### src/rtl/exe_stage.sv
// Execute stage: latches the decode bus, computes ALU/multiply results, runs a
// 32-iteration restoring divider and hands results to the memory stage.
module exe_stage #(
    parameter int unsigned ID_TO_EXE_LEN  = 163,
    parameter int unsigned EXE_TO_MEM_LEN = 75,
    parameter int unsigned EXE_RF_LEN     = 38
) (
    input  logic                      clk,
    input  logic                      resetn,
    input  logic [ID_TO_EXE_LEN-1:0]  ID_to_EXE_BUS,
    input  logic                      ID_to_EXE_valid,
    output logic                      EXE_allowin,
    input  logic                      MEM_allowin,
    output logic                      EXE_to_MEM_valid,
    output logic [EXE_TO_MEM_LEN-1:0] EXE_to_MEM_BUS,
    output logic [EXE_RF_LEN-1:0]     EXE_RF_BUS,
    output logic                      data_sram_en,
    output logic [3:0]                data_sram_we,
    output logic [31:0]               data_sram_addr,
    output logic [31:0]               data_sram_wdata
);

    typedef enum logic [1:0] {DIV_IDLE, DIV_BUSY, DIV_DONE} div_state_t;

    logic                     EXE_valid;
    logic                     EXE_ready_go;
    logic [ID_TO_EXE_LEN-1:0] payload;

    logic [31:0] pc;
    logic        gr_we;
    logic [4:0]  dest;
    logic [31:0] rkd_value;
    logic        mem_en;
    logic [3:0]  mem_we;
    logic [11:0] alu_op;
    logic [31:0] src1;
    logic [31:0] src2;
    logic [3:0]  load_op;
    logic        rfrom_mem;
    logic [6:0]  mul_div_op;

    assign {pc, gr_we, dest, rkd_value, mem_en, mem_we, alu_op,
            src1, src2, load_op, rfrom_mem, mul_div_op} = payload;

    // Pipeline valid and payload registers
    always_ff @(posedge clk or negedge resetn) begin
        if (!resetn) begin
            EXE_valid <= 1'b0;
            payload   <= '0;
        end else begin
            if (EXE_allowin)
                EXE_valid <= ID_to_EXE_valid;
            if (ID_to_EXE_valid && EXE_allowin)
                payload <= ID_to_EXE_BUS;
        end
    end

    // ALU: one-hot select, no bit set yields zero
    logic [31:0] alu_result;
    always_comb begin
        alu_result = ({32{alu_op[0]}}  & (src1 + src2))
                   | ({32{alu_op[1]}}  & (src1 - src2))
                   | ({32{alu_op[2]}}  & {31'd0, $signed(src1) < $signed(src2)})
                   | ({32{alu_op[3]}}  & {31'd0, src1 < src2})
                   | ({32{alu_op[4]}}  & (src1 & src2))
                   | ({32{alu_op[5]}}  & ~(src1 | src2))
                   | ({32{alu_op[6]}}  & (src1 | src2))
                   | ({32{alu_op[7]}}  & (src1 ^ src2))
                   | ({32{alu_op[8]}}  & (src1 << src2[4:0]))
                   | ({32{alu_op[9]}}  & (src1 >> src2[4:0]))
                   | ({32{alu_op[10]}} & 32'($signed(src1) >>> src2[4:0]))
                   | ({32{alu_op[11]}} & src2);
    end

    // Signed high word derived from the unsigned product by subtracting the
    // cross terms contributed by negative operands.
    logic [63:0] prod_u;
    logic [31:0] mulh_s;
    assign prod_u = {32'd0, src1} * {32'd0, src2};
    assign mulh_s = prod_u[63:32] - (src1[31] ? src2 : 32'd0) - (src2[31] ? src1 : 32'd0);

    logic is_div;
    logic div_signed;
    assign is_div     = |mul_div_op[3:0];
    assign div_signed = mul_div_op[3] | mul_div_op[2];

    div_state_t  div_state;
    logic [4:0]  div_cnt;
    logic [31:0] div_rem;
    logic [31:0] div_quo;
    logic [31:0] div_divisor;
    logic        div_neg_q;
    logic        div_neg_r;

    logic [32:0] div_shifted;
    logic [32:0] div_diff;
    assign div_shifted = {div_rem, div_quo[31]};
    assign div_diff    = div_shifted - {1'b0, div_divisor};

    // Divider FSM: operand magnitudes latched on entry, one quotient bit per BUSY cycle
    always_ff @(posedge clk or negedge resetn) begin
        if (!resetn) begin
            div_state   <= DIV_IDLE;
            div_cnt     <= 5'd0;
            div_rem     <= 32'd0;
            div_quo     <= 32'd0;
            div_divisor <= 32'd0;
            div_neg_q   <= 1'b0;
            div_neg_r   <= 1'b0;
        end else begin
            case (div_state)
                DIV_IDLE: begin
                    if (EXE_valid && is_div) begin
                        div_quo     <= (div_signed && src1[31]) ? -src1 : src1;
                        div_divisor <= (div_signed && src2[31]) ? -src2 : src2;
                        div_rem     <= 32'd0;
                        div_neg_q   <= div_signed & (src1[31] ^ src2[31]);
                        div_neg_r   <= div_signed & src1[31];
                        div_cnt     <= 5'd0;
                        div_state   <= DIV_BUSY;
                    end
                end
                DIV_BUSY: begin
                    div_rem   <= div_diff[32] ? div_shifted[31:0] : div_diff[31:0];
                    div_quo   <= {div_quo[30:0], ~div_diff[32]};
                    div_cnt   <= div_cnt + 5'd1;
                    if (div_cnt == 5'd31)
                        div_state <= DIV_DONE;
                end
                DIV_DONE: begin
                    if (EXE_ready_go && MEM_allowin)
                        div_state <= DIV_IDLE;
                end
                default: div_state <= DIV_IDLE;
            endcase
        end
    end

    logic        div_by_zero;
    logic [31:0] quotient;
    logic [31:0] remainder;
    assign div_by_zero = (div_divisor == 32'd0);
    assign quotient    = div_by_zero ? 32'hFFFF_FFFF : (div_neg_q ? -div_quo : div_quo);
    assign remainder   = div_by_zero ? src1 : (div_neg_r ? -div_rem : div_rem);

    logic [31:0] result;
    always_comb begin
        result = alu_result;
        if (|mul_div_op)
            result = ({32{mul_div_op[6]}} & prod_u[31:0])
                   | ({32{mul_div_op[5]}} & mulh_s)
                   | ({32{mul_div_op[4]}} & prod_u[63:32])
                   | ({32{mul_div_op[3] | mul_div_op[1]}} & quotient)
                   | ({32{mul_div_op[2] | mul_div_op[0]}} & remainder);
    end

    assign EXE_ready_go     = !is_div || (div_state == DIV_DONE);
    assign EXE_allowin      = !EXE_valid || (EXE_ready_go && MEM_allowin);
    assign EXE_to_MEM_valid = EXE_valid && EXE_ready_go;

    // One SRAM request per instruction, issued only in the handoff cycle
    logic sram_gate;
    assign sram_gate       = EXE_valid & EXE_ready_go & MEM_allowin & (mem_en | rfrom_mem);
    assign data_sram_en    = sram_gate;
    assign data_sram_we    = mem_we & {4{sram_gate}};
    assign data_sram_addr  = alu_result;
    assign data_sram_wdata = rkd_value;

    logic not_ready;
    assign not_ready  = EXE_valid & (rfrom_mem | (is_div & (div_state != DIV_DONE)));
    assign EXE_RF_BUS = {((EXE_valid && gr_we) ? dest : 5'd0), not_ready, result};

    assign EXE_to_MEM_BUS = {pc, gr_we, dest, result, load_op, rfrom_mem};

endmodule

### config.mk
export PLATFORM = sky130hd
export DESIGN_NAME = exe_stage
export DESIGN_NICKNAME = d
export VERILOG_FILES = /design/src/rtl/exe_stage.sv
export SDC_FILE = /design/constraint.sdc
export NUM_CORES = 2
export LEC_CHECK = 0
export CAP_MARGIN = 15
export CORE_ASPECT_RATIO = 0.5
export CORE_MARGIN = 4
export CORE_UTILIZATION = 30
export CTS_BUF_LIST = sky130_fd_sc_hd__clkbuf_4
export DETAILED_ROUTE_END_ITERATION = 8
export HOLD_SLACK_MARGIN = 0.1
export PLACE_DENSITY = 0.57
export SLEW_MARGIN = 10
export SYNTH_ARGS = -nofsm -noshare
export SYNTH_HDL_FRONTEND = slang
export SYNTH_SLANG_ARGS = --single-unit
### constraint.sdc
create_clock -name clk -period 14.3 [get_ports clk]
set_input_delay 1.43 -clock clk [delete_from_list [all_inputs] [get_ports clk]]
set_output_delay 1.43 -clock clk [all_outputs]
set_load 0.01 [all_outputs]
[Word level (Yosys, flattened, before mapping)]
Index checks and enable logic that the tools add are counted.
Storage, ports and cells
  register bits after elaboration: 269
  bits of input ports: 167
  output and inout port bits: 184
  word-level logic and storage cells: 123
Cells by class
  add/subtract/negate cells: 10
  multipliers: 1
  $lt $le $gt $ge: 2
  eq/ne operators: 7
  shift operators: 3
  muxes and demuxes: 21
  bitwise logic cells: 51
  reduce and logical (&&, ||, !) cells: 19
Operators by type and width (count)
  $and 32x32->32: 16
  $or 32x32->32: 16
  $mux 32: 12
  $neg 32->32: 4
  $pmux 32 s2: 2
  $sub 32x32->32: 3
  $and 32x1->32: 2
  $lt 32x32->1: 2
  $mul 32x32->64: 1
  $sub 33x32->33: 1
  $add 32x32->32: 1
  $logic_not 32->1: 1
  $not 32->32: 1
  $shl 32x5->32: 1
  $shr 32x5->32: 1
  $sshr 32x5->32: 1
  $xor 32x32->32: 1
  $mux 5: 2
  $pmux 5 s2: 1
  $and 1x1->1: 7
  $logic_and 1x1->1: 7
  $reduce_or 7->1: 1
  $mux 2: 3
  $ne 2x2->1 const B: 3
  other kinds (17): 24

[Longest topological paths before layout]
  depth in word-level cells: 14
  gate-level depth with buffers: 48
  mapped depth without buffers: 40

[Worst setup path before layout]
No wires, ideal clock.
  path type: reg2out
  start point: register payload[15]
  end point: output EXE_to_MEM_BUS[36]
  data arrival time: 11.916 ns
  data required time: 12.870 ns
  path slack: 0.954 ns
  stages on the path, launching flop included: 45
  path buffers: 8
  cells stage by stage: dfrtp_1 -> clkbuf_1 -> inv_1 -> clkbuf_1 -> clkbuf_1 -> buf_1 -> clkbuf_1 -> buf_1 -> nor2_1 -> fa_1 -> fa_1 -> fa_1 -> inv_1 -> fa_1 -> inv_1 -> fa_1 -> inv_1 -> fa_1 -> [... 9 more ...] -> a31oi_1 -> o31ai_1 -> a221oi_1 -> xor2_1 -> fa_1 -> inv_1 -> ha_1 -> a21o_1 -> a21o_1 -> a21oi_1 -> nor2_1 -> a2111oi_0 -> nor2_1 -> o41a_1 -> a21o_1 -> or3_1 -> a31oi_1 -> buf_4
Between the ends
  longest elaborated chain between the ends: 14
  elaborated cells between the ends (all ways): 33
  classes of those cells: add/sub: 4; mul: 1; shift: 3; mux: 2; bitwise: 23
Ends and longest elaborated chain
  from (decl): RTL line 27  | logic [ID_TO_EXE_LEN-1:0] payload;
  from (signal assigned): RTL line 54  | payload <= ID_to_EXE_BUS;
  branches (longest 13 deep; another with $mul 32x32->64)
  $mux 32 (*): RTL line 149  | if (|mul_div_op)
  to (decl): RTL line 15  | output logic [EXE_TO_MEM_LEN-1:0] EXE_to_MEM_BUS,
Mark *: on every way between the ends.

[Worst setup path in the final report]
  start point: register payload[37]
  end point: output EXE_to_MEM_BUS[24]
Between the ends
  longest elaborated chain between the ends: 9
  elaborated cells between the ends (all ways): 10
  classes of those cells: add/sub: 2; mul: 1; mux: 1; bitwise: 6
Ends and longest elaborated chain
  $mul 32x32->64 (*): RTL line 79  | assign prod_u = {32'd0, src1} * {32'd0, src2};
  $sub 32x32->32 (2 in series): RTL line 80  | assign mulh_s = prod_u[63:32] - (src1[31] ? src2 : 32'd0) - (src2[31] ? src1 : 32'd0);
  $and 32x32->32: RTL line 151  | | ({32{mul_div_op[5]}} & mulh_s)
  $or 32x32->32: RTL line 151
  $or 32x32->32 (*): RTL line 152  | | ({32{mul_div_op[4]}} & prod_u[63:32])
  $or 32x32->32 (*): RTL line 153  | | ({32{mul_div_op[3] | mul_div_op[1]}} & quotient)
  $or 32x32->32 (*): RTL line 154  | | ({32{mul_div_op[2] | mul_div_op[0]}} & remainder);
  $mux 32 (*): RTL line 149
Every way passes the cells marked *; elsewhere a longest branch is shown, timed or not.

==> flow_metrics.tcl <==
set metrics [dict create \
    status "finished with violations" \
    failed_checks "max-capacitance violations" \
    routabilityCongestion 1.070 \
    clk_root_buffer_cell "clkbuf_4" \
    htreeDepth 3 \
    worstSkewPairLatency_ps 1110 \
    critPathSlowestCell "dfrtp_1" \
    grt.total_usage_pct 27.34 \
    dp_hpwl_mm 225.5 \
    dp_slack_ps 210.1 \
    fp-row-count 115 \
    cts_buffers 83 \
    totalWireLength_mm 285.5 \
    grt_pass1_vias 55990 \
    stdcell_count 10010 \
    ant_nets 0 \
    synth_area_leader_cell "fa_1" \
    grt_pass1_wl_mm 408.0 \
    finalMaxSlewViolations 0 \
    reg2reg_depth 16 \
    synth_top_area_share_pct 31.22 \
    die_w_um 638.5 \
    finalSetupTns_ps 0 \
    yosys_most_used_dff "dfrtp_1" \
    netlist_instances 7111 \
    startpoint "payload[37]" \
    synth_common_cells "inv_1 (1,041), fa_1 (930), nor2_1 (896)" \
    area_delta_synth_final_pct 14.32 \
    drtIter0Drc 6701 \
    cp_data_arrival_time_ps 12610 \
    clock_sinks 269 \
    synth-seq-area-share_pct 11.29 \
    synth_warnings 0 \
    wl_per_cell_um 28.53 \
    slew_headroom_pct 1.497 \
    routed_via_density 5.583 \
    syn_area_per_cell_um2 8.386 \
    worstPathRequired_ps 12870 \
    synth_top_cells_by_area "fa_1 (31%), dfrtp_1 (11%), ha_1 (9.0%), inv_1 (6.6%), nor2_1 (5.6%)" \
    dp.cells 9809 \
    io_buffers 350 \
    critPathKind "reg2out" \
    via_count 55880 \
    setup_viol 0 \
    start_util_pct 30.25 \
    tightest_slew_ps 1462 \
    end_kind "output pin" \
    nNetsFinal 8826 \
    synth-edff-count 0 \
    grt_remaining_overflow 0 \
    path_common_cell "fa_1" \
    path_max_fanout 7 \
    layout_setup_ws_ps 259.0 \
    yosysUniqueCellTypes 92 \
    cts_tree "yes" \
    crit_path_start_kind "register" \
    antenna_found_initial 21 \
    finClkSkew_ps 125.8 \
    cap_violations 1 \
    die_h_um 323.3 \
    path_clk_slew_ps 90 \
    firstDrtPassIters 9 \
    slowest_delay_ps 760 \
    cts.path.max_buffers 3 \
    syn_area_um2 59630 \
    fmax_ghz 0.07122 \
    synth-async-reset-ratio_pct 100.0 \
    die_area_um2 206400 \
    ys_ff_latch 269 \
    period_share_pct 98.19 \
    final_layout_size_suffix_gt1_share_pct 10.21 \
    synth_fp_nets 8638 \
    r2r-start "div_quo[31]" \
    grt_max_degree 96 \
    fin_crit_ps 14040 \
    ios 351 \
    drcViolationCount 0 \
    hold_viol_final 0 \
    hp-class "in2async" \
    synthMostInstantiatedCell "inv_1" \
    core-area_um2 197100 \
]
-- sequential cells by signal, summed over array words and instances (netlist names) --
register     count
div_rem         32
div_neg_r        1
payload        163
div_quo         32
div_divisor     32
div_state        2
div_cnt          5
EXE_valid        1
div_neg_q        1
-- path summary, 6_finish.rpt --
kind,endpoint,slack (ps)
worst max-delay path,EXE_to_MEM_BUS[24],260
worst min-delay path,payload[154],430
worst max register to register,div_rem[27],9040
worst min register to register,payload[90],500
max in group asynchronous,payload[13],12490
min in group clk,payload[90],500
-- repair_timing --
| action | in CTS | in global routing |
|---|---|---|
| resized for setup | 69 | 98 |
| endpoints found under the setup margin | 48 | 50 |
| buffers inserted | 18 | 17 |
| cloned | 0 | 1 |
| pin swaps | 4 | 8 |
| hold buffers | 0 | 0 |
-- layout by cell type, fill, tap and decap left out, drive strengths merged, types with 89 or more instances in the layout --
master         instances
inv                 1039
fa                   930
nor2                 896
nand2                753
ha                   430
o21ai                379
clkdlybuf4s50        341
buf                  321
a21oi                289
dfrtp                269
xnor2                171
clkbuf               123
mux2                 104
mux2i                 97
a21o                  90
xor2                  89
-- through the flow --
step / utilization [%] / cell area [um^2] / hold slack, ps
floorplan: - / 59630 / 449.0
global placement: 33.54 / 66110 / 480.6
detailed placement: 33.54 / 66110 / 485.9
CTS: 34.27 / 67560 / 361.1
global route: 34.57 / 68150 / 384.0
finish: 34.58 / 68170 / 432.6
-- worst max-delay path: cells and delay by family (launching register included) --
family	cells	cell delay, ps
fa+ha+maj	11	4930
compound gates	12	2920
buf+inv	6	1510
simple gates	4	1190
flops	1	760
xor+xnor	1	200
-- cells by family (layout without fill, tap and decap cells) --
family / Yosys count / after routing / synth area share [%]
adder cells (fa/ha/maj): 1360 / 1360 / 40.24
AO/OA/AOI/OAI: 1273 / 1273 / 13.85
multiplexers: 241 / 241 / 5.103
flip-flops: 269 / 269 / 11.29
AND/OR/NAND/NOR: 2067 / 2067 / 14.63
XOR/XNOR: 261 / 261 / 3.857
other: 0 / 15 / 0
buffers and inverters: 1640 / 1892 / 11.02
-- per-layer routing --
| metal | up-vias | track usage (%) | share of wire (%) |
|---|---|---|---|
| met2 | 3293 | 40.54 | 42 |
| met4 | 6 | 17.63 | 7.8 |
| met1 | 28320 | 34.26 | 38 |
| met5 | - | 0 | 0.015 |
| met3 | 886 | 8.899 | 12 |
| li1 | 23380 | - | - |
-- final cells by class --
type,count,area [um^2]
Multi-Input combinational cell,5202,46740
Inverter,1072,4103
Fill cell,20790,129000
Sequential cell,269,6754
Clock buffer,122,915.9
Timing Repair Buffer,671,6177
Clock inverter,27,147.6
Tap cell,2632,3293
Antenna cell,15,37.54
Power is left out: the tool's default activity adds up to more than one toggle a clock period on the data nets, which glitch-free logic cannot reach.
